[src/rtl/sp_ram_stream_pkg.sv]
// Shared definitions for the sp_ram stream reader.
// Holds the reader FSM state encoding and width helpers used by the reader
// top and its output FIFO.
//   ST_IDLE / ST_ISSUE / ST_DRAIN / ST_DONE : 2-bit FSM state encoding
//   addrWidthOf(depth)    : address width for a RAM of 'depth' words
//   fifoCntWidthOf(depth) : width of a counter holding 0..depth
package sp_ram_stream_pkg;

  localparam int STATE_W = 2;

  localparam logic [1:0] ST_IDLE  = 2'd0;
  localparam logic [1:0] ST_ISSUE = 2'd1;
  localparam logic [1:0] ST_DRAIN = 2'd2;
  localparam logic [1:0] ST_DONE  = 2'd3;

  function automatic int addrWidthOf(input int depth);
    return (depth > 1) ? $clog2(depth) : 1;
  endfunction

  function automatic int fifoCntWidthOf(input int depth);
    return $clog2(depth + 1);
  endfunction

endpackage

[src/rtl/sp_ram_stream_reader_fifo.sv]
// stream_fifo: small synchronous FIFO that buffers RAM read data in front of
// the output stream.
// Ports:
//   clkIn, rstIn      : clock (rising edge), asynchronous active-low reset
//   pushIn/pushDataIn : write one word
//   popIn             : remove the head word (ignored when empty)
//   headOut           : current head word (storage is cleared on reset)
//   countOut          : number of stored words, 0..FIFO_DEPTH
module stream_fifo
  import sp_ram_stream_pkg::*;
#(
  parameter int  DATA_WIDTH = 32,
  parameter int  FIFO_DEPTH = 2,
  localparam int CNT_W      = fifoCntWidthOf(FIFO_DEPTH)
) (
  input  logic                  clkIn,
  input  logic                  rstIn,
  input  logic                  pushIn,
  input  logic [DATA_WIDTH-1:0] pushDataIn,
  input  logic                  popIn,
  output logic [DATA_WIDTH-1:0] headOut,
  output logic [CNT_W-1:0]      countOut
);

  localparam int               PTR_W    = addrWidthOf(FIFO_DEPTH);
  localparam logic [PTR_W-1:0] LAST_PTR = PTR_W'(FIFO_DEPTH - 1);
  localparam logic [CNT_W-1:0] FULL_CNT = CNT_W'(FIFO_DEPTH);

  logic [DATA_WIDTH-1:0] mem [FIFO_DEPTH];
  logic [PTR_W-1:0]      wrPtr;
  logic [PTR_W-1:0]      rdPtr;
  logic [CNT_W-1:0]      count;
  logic                  doPush;
  logic                  doPop;

  // A push into a full FIFO is only legal when a pop frees a slot the same cycle.
  assign doPop    = popIn && (count != '0);
  assign doPush   = pushIn && ((count != FULL_CNT) || doPop);
  assign headOut  = mem[rdPtr];
  assign countOut = count;

  always_ff @(posedge clkIn or negedge rstIn) begin
    if (!rstIn) begin
      wrPtr <= '0;
      rdPtr <= '0;
      count <= '0;
      for (int i = 0; i < FIFO_DEPTH; i++) mem[i] <= '0;
    end else begin
      if (doPush) begin
        mem[wrPtr] <= pushDataIn;
        wrPtr      <= (wrPtr == LAST_PTR) ? '0 : wrPtr + 1'b1;
      end
      if (doPop) rdPtr <= (rdPtr == LAST_PTR) ? '0 : rdPtr + 1'b1;
      case ({doPush, doPop})
        2'b10:   count <= count + 1'b1;
        2'b01:   count <= count - 1'b1;
        default: count <= count;
      endcase
    end
  end

  // The reader's credit rule must keep pushes from ever hitting a full FIFO.
  always_ff @(posedge clkIn) begin
    if (rstIn) begin
      overflowChk: assert (!(pushIn && !doPush));
    end
  end

endmodule

[src/rtl/sp_ram_stream_reader.sv]
// sp_ram_stream_reader: burst read engine in front of one sp_ram instance.
// Issues sequential reads starting at baseAddrIn for lengthIn words and
// re-emits the returned words as a valid/ready stream through stream_fifo.
// Ports:
//   clkIn, rstIn          : clock (rising edge), asynchronous active-low reset
//   startIn               : start pulse, sampled only in IDLE
//   baseAddrIn, lengthIn  : first address and word count (0..RAM_DEPTH)
//   busyOut, doneOut      : busy from accepted start through the done cycle;
//                           done is a one-cycle pulse
//   ramAddrOut, ramRdEnOut, ramWrEnOut (always 0) : RAM request side
//   ramRdDataIn, ramRdAckIn : RAM response, ack one cycle after the request
//   dataOut, validOut, readyIn : output stream
//   dbgStateOut           : current FSM state
//   stallCntOut           : present only with SP_RAM_STREAM_STALL_CNT_EN;
//                           saturating count of validOut=1/readyIn=0 cycles
//
// Stream handshake: a beat transfers in a cycle where validOut and readyIn are
// both 1. While validOut=1 and readyIn=0, dataOut and validOut hold. validOut
// never depends on readyIn in the same cycle.
module sp_ram_stream_reader
  import sp_ram_stream_pkg::*;
#(
  parameter int  DATA_WIDTH = 32,
  parameter int  RAM_DEPTH  = 512,
  parameter int  FIFO_DEPTH = 2,
  localparam int ADDR_WIDTH = addrWidthOf(RAM_DEPTH),
  localparam int WE_WIDTH   = (DATA_WIDTH + 7) / 8
) (
  input  logic                  clkIn,
  input  logic                  rstIn,
  input  logic                  startIn,
  input  logic [ADDR_WIDTH-1:0] baseAddrIn,
  input  logic [ADDR_WIDTH:0]   lengthIn,
  output logic                  busyOut,
  output logic                  doneOut,
  output logic [ADDR_WIDTH-1:0] ramAddrOut,
  output logic                  ramRdEnOut,
  output logic [WE_WIDTH-1:0]   ramWrEnOut,
  input  logic [DATA_WIDTH-1:0] ramRdDataIn,
  input  logic                  ramRdAckIn,
  output logic [DATA_WIDTH-1:0] dataOut,
  output logic                  validOut,
  input  logic                  readyIn,
  output logic [STATE_W-1:0]    dbgStateOut
`ifdef SP_RAM_STREAM_STALL_CNT_EN
  ,
  output logic [31:0]           stallCntOut
`endif
);

  localparam int CNT_W = fifoCntWidthOf(FIFO_DEPTH);

  logic [STATE_W-1:0]    state;
  logic [ADDR_WIDTH-1:0] addrReg;
  logic [ADDR_WIDTH:0]   remaining;
  logic                  inflight;
  logic [CNT_W-1:0]      fifoCount;
  logic [CNT_W:0]        occupancy;
  logic                  push;
  logic                  pop;
  logic                  canIssue;
  logic                  drainDone;

  assign validOut = (fifoCount != '0);
  assign pop      = validOut && readyIn;
  // Acks outside an active burst are stale (e.g. from before a reset).
  assign push     = ramRdAckIn && ((state == ST_ISSUE) || (state == ST_DRAIN));

  // Credit: words buffered plus the read still in flight, less the word
  // leaving this cycle, must leave room for one more response.
  assign occupancy = {1'b0, fifoCount} + (CNT_W + 1)'(inflight) - (CNT_W + 1)'(pop);
  assign canIssue  = occupancy < (CNT_W + 1)'(FIFO_DEPTH);

  assign ramRdEnOut = (state == ST_ISSUE) && (remaining != '0) && canIssue;
  assign ramAddrOut = addrReg;
  assign ramWrEnOut = '0;

  // Finish when nothing is in flight, nothing arrives, and the FIFO empties
  // this cycle, so done lands the cycle after the last beat.
  assign drainDone = !inflight && !push && (fifoCount == CNT_W'(pop));

  assign busyOut     = (state != ST_IDLE);
  assign doneOut     = (state == ST_DONE);
  assign dbgStateOut = state;

  always_ff @(posedge clkIn or negedge rstIn) begin
    if (!rstIn) begin
      state     <= ST_IDLE;
      addrReg   <= '0;
      remaining <= '0;
      inflight  <= 1'b0;
    end else begin
      inflight <= ramRdEnOut;
      if (ramRdEnOut) begin
        addrReg   <= addrReg + 1'b1;  // wraps modulo 2^ADDR_WIDTH
        remaining <= remaining - 1'b1;
      end
      case (state)
        ST_IDLE: begin
          if (startIn) begin
            addrReg   <= baseAddrIn;
            remaining <= lengthIn;
            state     <= (lengthIn == '0) ? ST_DONE : ST_ISSUE;
          end
        end
        ST_ISSUE: begin
          if (ramRdEnOut && (remaining == (ADDR_WIDTH + 1)'(1))) state <= ST_DRAIN;
        end
        ST_DRAIN: begin
          if (drainDone) state <= ST_DONE;
        end
        ST_DONE: state <= ST_IDLE;
        default: state <= ST_IDLE;
      endcase
    end
  end

  stream_fifo #(
    .DATA_WIDTH (DATA_WIDTH),
    .FIFO_DEPTH (FIFO_DEPTH)
  ) u_fifo (
    .clkIn      (clkIn),
    .rstIn      (rstIn),
    .pushIn     (push),
    .pushDataIn (ramRdDataIn),
    .popIn      (pop),
    .headOut    (dataOut),
    .countOut   (fifoCount)
  );

`ifdef SP_RAM_STREAM_STALL_CNT_EN
  logic [31:0] stallCnt;

  always_ff @(posedge clkIn or negedge rstIn) begin
    if (!rstIn) begin
      stallCnt <= '0;
    end else if ((state == ST_IDLE) && startIn) begin
      stallCnt <= '0;
    end else if (validOut && !readyIn && (stallCnt != '1)) begin
      stallCnt <= stallCnt + 1'b1;
    end
  end

  assign stallCntOut = stallCnt;
`endif

endmodule

[config.mk]
export PLATFORM = sky130hd
export DESIGN_NAME = sp_ram_stream_reader
export DESIGN_NICKNAME = d
export VERILOG_FILES = /design/src/rtl/sp_ram_stream_pkg.sv /design/src/rtl/sp_ram_stream_reader_fifo.sv /design/src/rtl/sp_ram_stream_reader.sv
export SDC_FILE = /design/constraint.sdc
export NUM_CORES = 1
export LEC_CHECK = 0
export BUFFER_PORTS_ARGS = -buffer_cell sky130_fd_sc_hd__buf_2
export CAP_MARGIN = 20
export CORE_ASPECT_RATIO = 1.4
export CORE_MARGIN = 5
export CORE_UTILIZATION = 45
export DETAILED_ROUTE_END_ITERATION = 16
export PLACE_DENSITY_LB_ADDON = 0.08
export SLEW_MARGIN = 20
export SYNTH_ARGS = -nofsm -noshare
export SYNTH_HDL_FRONTEND = slang
export SYNTH_HIERARCHICAL = 1
export SYNTH_SLANG_ARGS = --single-unit
[constraint.sdc]
create_clock -name clkIn -period 5.2 [get_ports clkIn]
set_input_delay 1.56 -clock clkIn [delete_from_list [all_inputs] [get_ports clkIn]]
set_output_delay 1.56 -clock clkIn [all_outputs]
set_load 0.05 [all_outputs]
==> flow_metrics.tcl <==
set metrics [dict create \
    status "complete, no violations" \
    numCtsBuffers 9 \
    fp.dieW_microns 95.2 \
    finalSetupTns_ns 0 \
    setup_violations 0 \
    grt_usage 0.167 \
    synth_top_cell_area_share 0.493 \
    drc 0 \
    synth_warnings 6 \
    tritoncts "yes" \
    grt_max_degree 62 \
    synth_commonest_cells "dfrtp_1, mux2_2, nor2_1, a31oi_1, o31ai_1" \
    cts_max_level 3 \
    dieArea_sq_mm 0.0123 \
    avgViaCountPerCell 5.32 \
    yosysTopAreaCell "dfrtp_1" \
    rsz0062_at_grt "no" \
    clk_pin_slew_ns 0.06 \
    skew_ns 0.00689 \
    arrival_ns 3.45 \
    areaGrowthSynthToFinish_pct 19.7 \
    end_kind "output port" \
    antenna_cells 0 \
    layout_setup_ws_ns 0.188 \
    postPlaceCellArea_sq_mm 0.00515 \
    max-slew-margin-rel 0.344 \
    pre_cts_ws_ns 0.182 \
    synth_cell_types 49 \
    layout-drive-gt1-share 0.484 \
    cap_violations 0 \
    crit_required_ns 3.64 \
    synthMostInstantiatedCell "dfrtp_1" \
    cts-root-buf "clkbuf_16" \
    clock_latency_ns 0.33 \
    postCtsHoldBufs 0 \
    cts_buffer_depth 2 \
    tightestPinTransition_ns 0.982 \
    hold_viol_final 0 \
    async_reset_ff_frac 1.00 \
    clock-sinks 90 \
    ys_ff_latch 90 \
    final_area_sq_mm 0.00547 \
    start_util 0.459 \
    postSynthAreaPerCell_sq_um 12.6 \
    synthTopCellsByArea "dfrtp_1, mux2_2, ha_1" \
    grt_pass1_wl_microns 16100 \
    synth_edf_count 0 \
    grt_pass1_vias 3370 \
    grt.overflow.total 0 \
    coreArea_sq_mm 0.00995 \
    fmax_mhz 200 \
    holdCritPathClass "reg2reg" \
    cts_setup_buffers 0 \
    synthFlopType "dfrtp_1" \
    fin_crit_ns 5.01 \
    globalplace.congestion 0.770 \
    routed_wirelength_microns 9590 \
    met2_usage 0.288 \
    crit_fanout 4 \
    dp_hpwl_microns 6860 \
    ios 107 \
    antenna_found_initial 0 \
    first_pass_iters 4 \
    met1_usage 0.203 \
    layout.nets 529 \
    drtAntennaViolNets 0 \
    finalCritPeriodShare 0.964 \
    cp-start-kind "input port" \
    use_met3 0.0389 \
    syn_area_sq_mm 0.00457 \
    syn-instance-count 362 \
    die_h_microns 129 \
    dr.first_iter.drc_count 68 \
    cts_resized 0 \
    slew_violations 0 \
    ys_seq_area_frac 0.493 \
    top_usage_layer "met2" \
    wl_per_cell_microns 15.9 \
    routed-via-count 3204 \
    crit_type "in2out" \
    std_cell_rows 43 \
    numPortBuffers 102 \
    reg2reg_slack_ns 1.82 \
]
## worst paths after layout
path                                                start                         to  cells past startpoint
hold reg to reg                 u_fifo/mem[5]$_DFFE_PN0P_  u_fifo/mem[5]$_DFFE_PN0P_                      1
setup reg to reg           u_fifo/countOut[1]$_DFFE_PN0P_     remaining[6]$_DFF_PN0_                      9
setup / recovery                                  readyIn                 ramRdEnOut                      9
hold / removal                  u_fifo/mem[5]$_DFFE_PN0P_  u_fifo/mem[5]$_DFFE_PN0P_                      1
max in group asynchronous                           rstIn    ramAddrOut[0]$_DFF_PN0_                      2
min in group asynchronous                           rstIn  u_fifo/mem[5]$_DFFE_PN0P_                      1
## sequential cells by signal, summed over array words and instances, names as in the netlist
| name | cells |
|---|---|
| dbgStateOut | 2 |
| inflight | 1 |
| ramAddrOut | 9 |
| remaining | 10 |
| u_fifo/countOut | 2 |
| u_fifo/mem | 64 |
| u_fifo/rdPtr | 1 |
| u_fifo/wrPtr | 1 |
## cell type report
type                            count  area [sq um]
Multi-Input combinational cell    246          2150
Timing Repair Buffer              107           551
Fill cell                         902          4490
Clock buffer                       11           253
Clock inverter                      5          60.1
Inverter                            8          30.0
Sequential cell                    90          2250
Tap cell                          135           169
## cells in the final DEF, fill, tap and decap left out, types with 3 or more instances in the layout
cell type / n
xnor2_1: 3
nand4_1: 3
mux2_2: 84
nor2_1: 23
mux2_4: 3
or4_1: 10
conb_1: 4
or2_2: 3
nand3_1: 8
o21ai_0: 6
dfrtp_1: 90
and2_1: 4
buf_4: 6
o31ai_1: 12
buf_2: 101
clkbuf_16: 9
inv_1: 8
nor4_1: 3
mux2i_1: 3
mux2_1: 9
a31oi_1: 19
ha_1: 10
nand2_1: 5
## layer usage
metal | share of wire | up-vias
li1 | - | 1526
met2 | 0.52 | 76
met5 | 0 | -
met1 | 0.41 | 1587
met3 | 0.050 | 15
met4 | 0.019 | 0
## worst max-delay path, cell delays in order
cell      delay, ns
buf_2          0.10
and2_1         0.17
ha_1           0.29
nand2b_1       0.15
fa_1           0.51
and2_1         0.19
nand2_1        0.09
nor2_2         0.10
buf_2          0.28
## cell families after synthesis
| logic type | synth area share |
|---|---|
| multiplexers | 0.246 |
| XOR/XNOR | 0.0156 |
| other | 0.000821 |
| adder cells (fa/ha/maj) | 0.0318 |
| AO/OA/AOI/OAI | 0.0641 |
| buffers and inverters | 0.0394 |
| flip-flops | 0.493 |
| AND/OR/NAND/NOR | 0.110 |
## stage by stage
stage | std cells | hold slack [ns] | util
after floorplan | 365 | 0.452 | -
after global placement | 586 | 0.461 | 0.518
after detailed placement | 586 | 0.473 | 0.518
after CTS | 602 | 0.488 | 0.549
after global routing | 602 | 0.495 | 0.549
final | 602 | 0.483 | 0.549
Power is left out: the tool's default activity adds up to more than one toggle a clock period on the data nets, which glitch-free logic cannot reach.
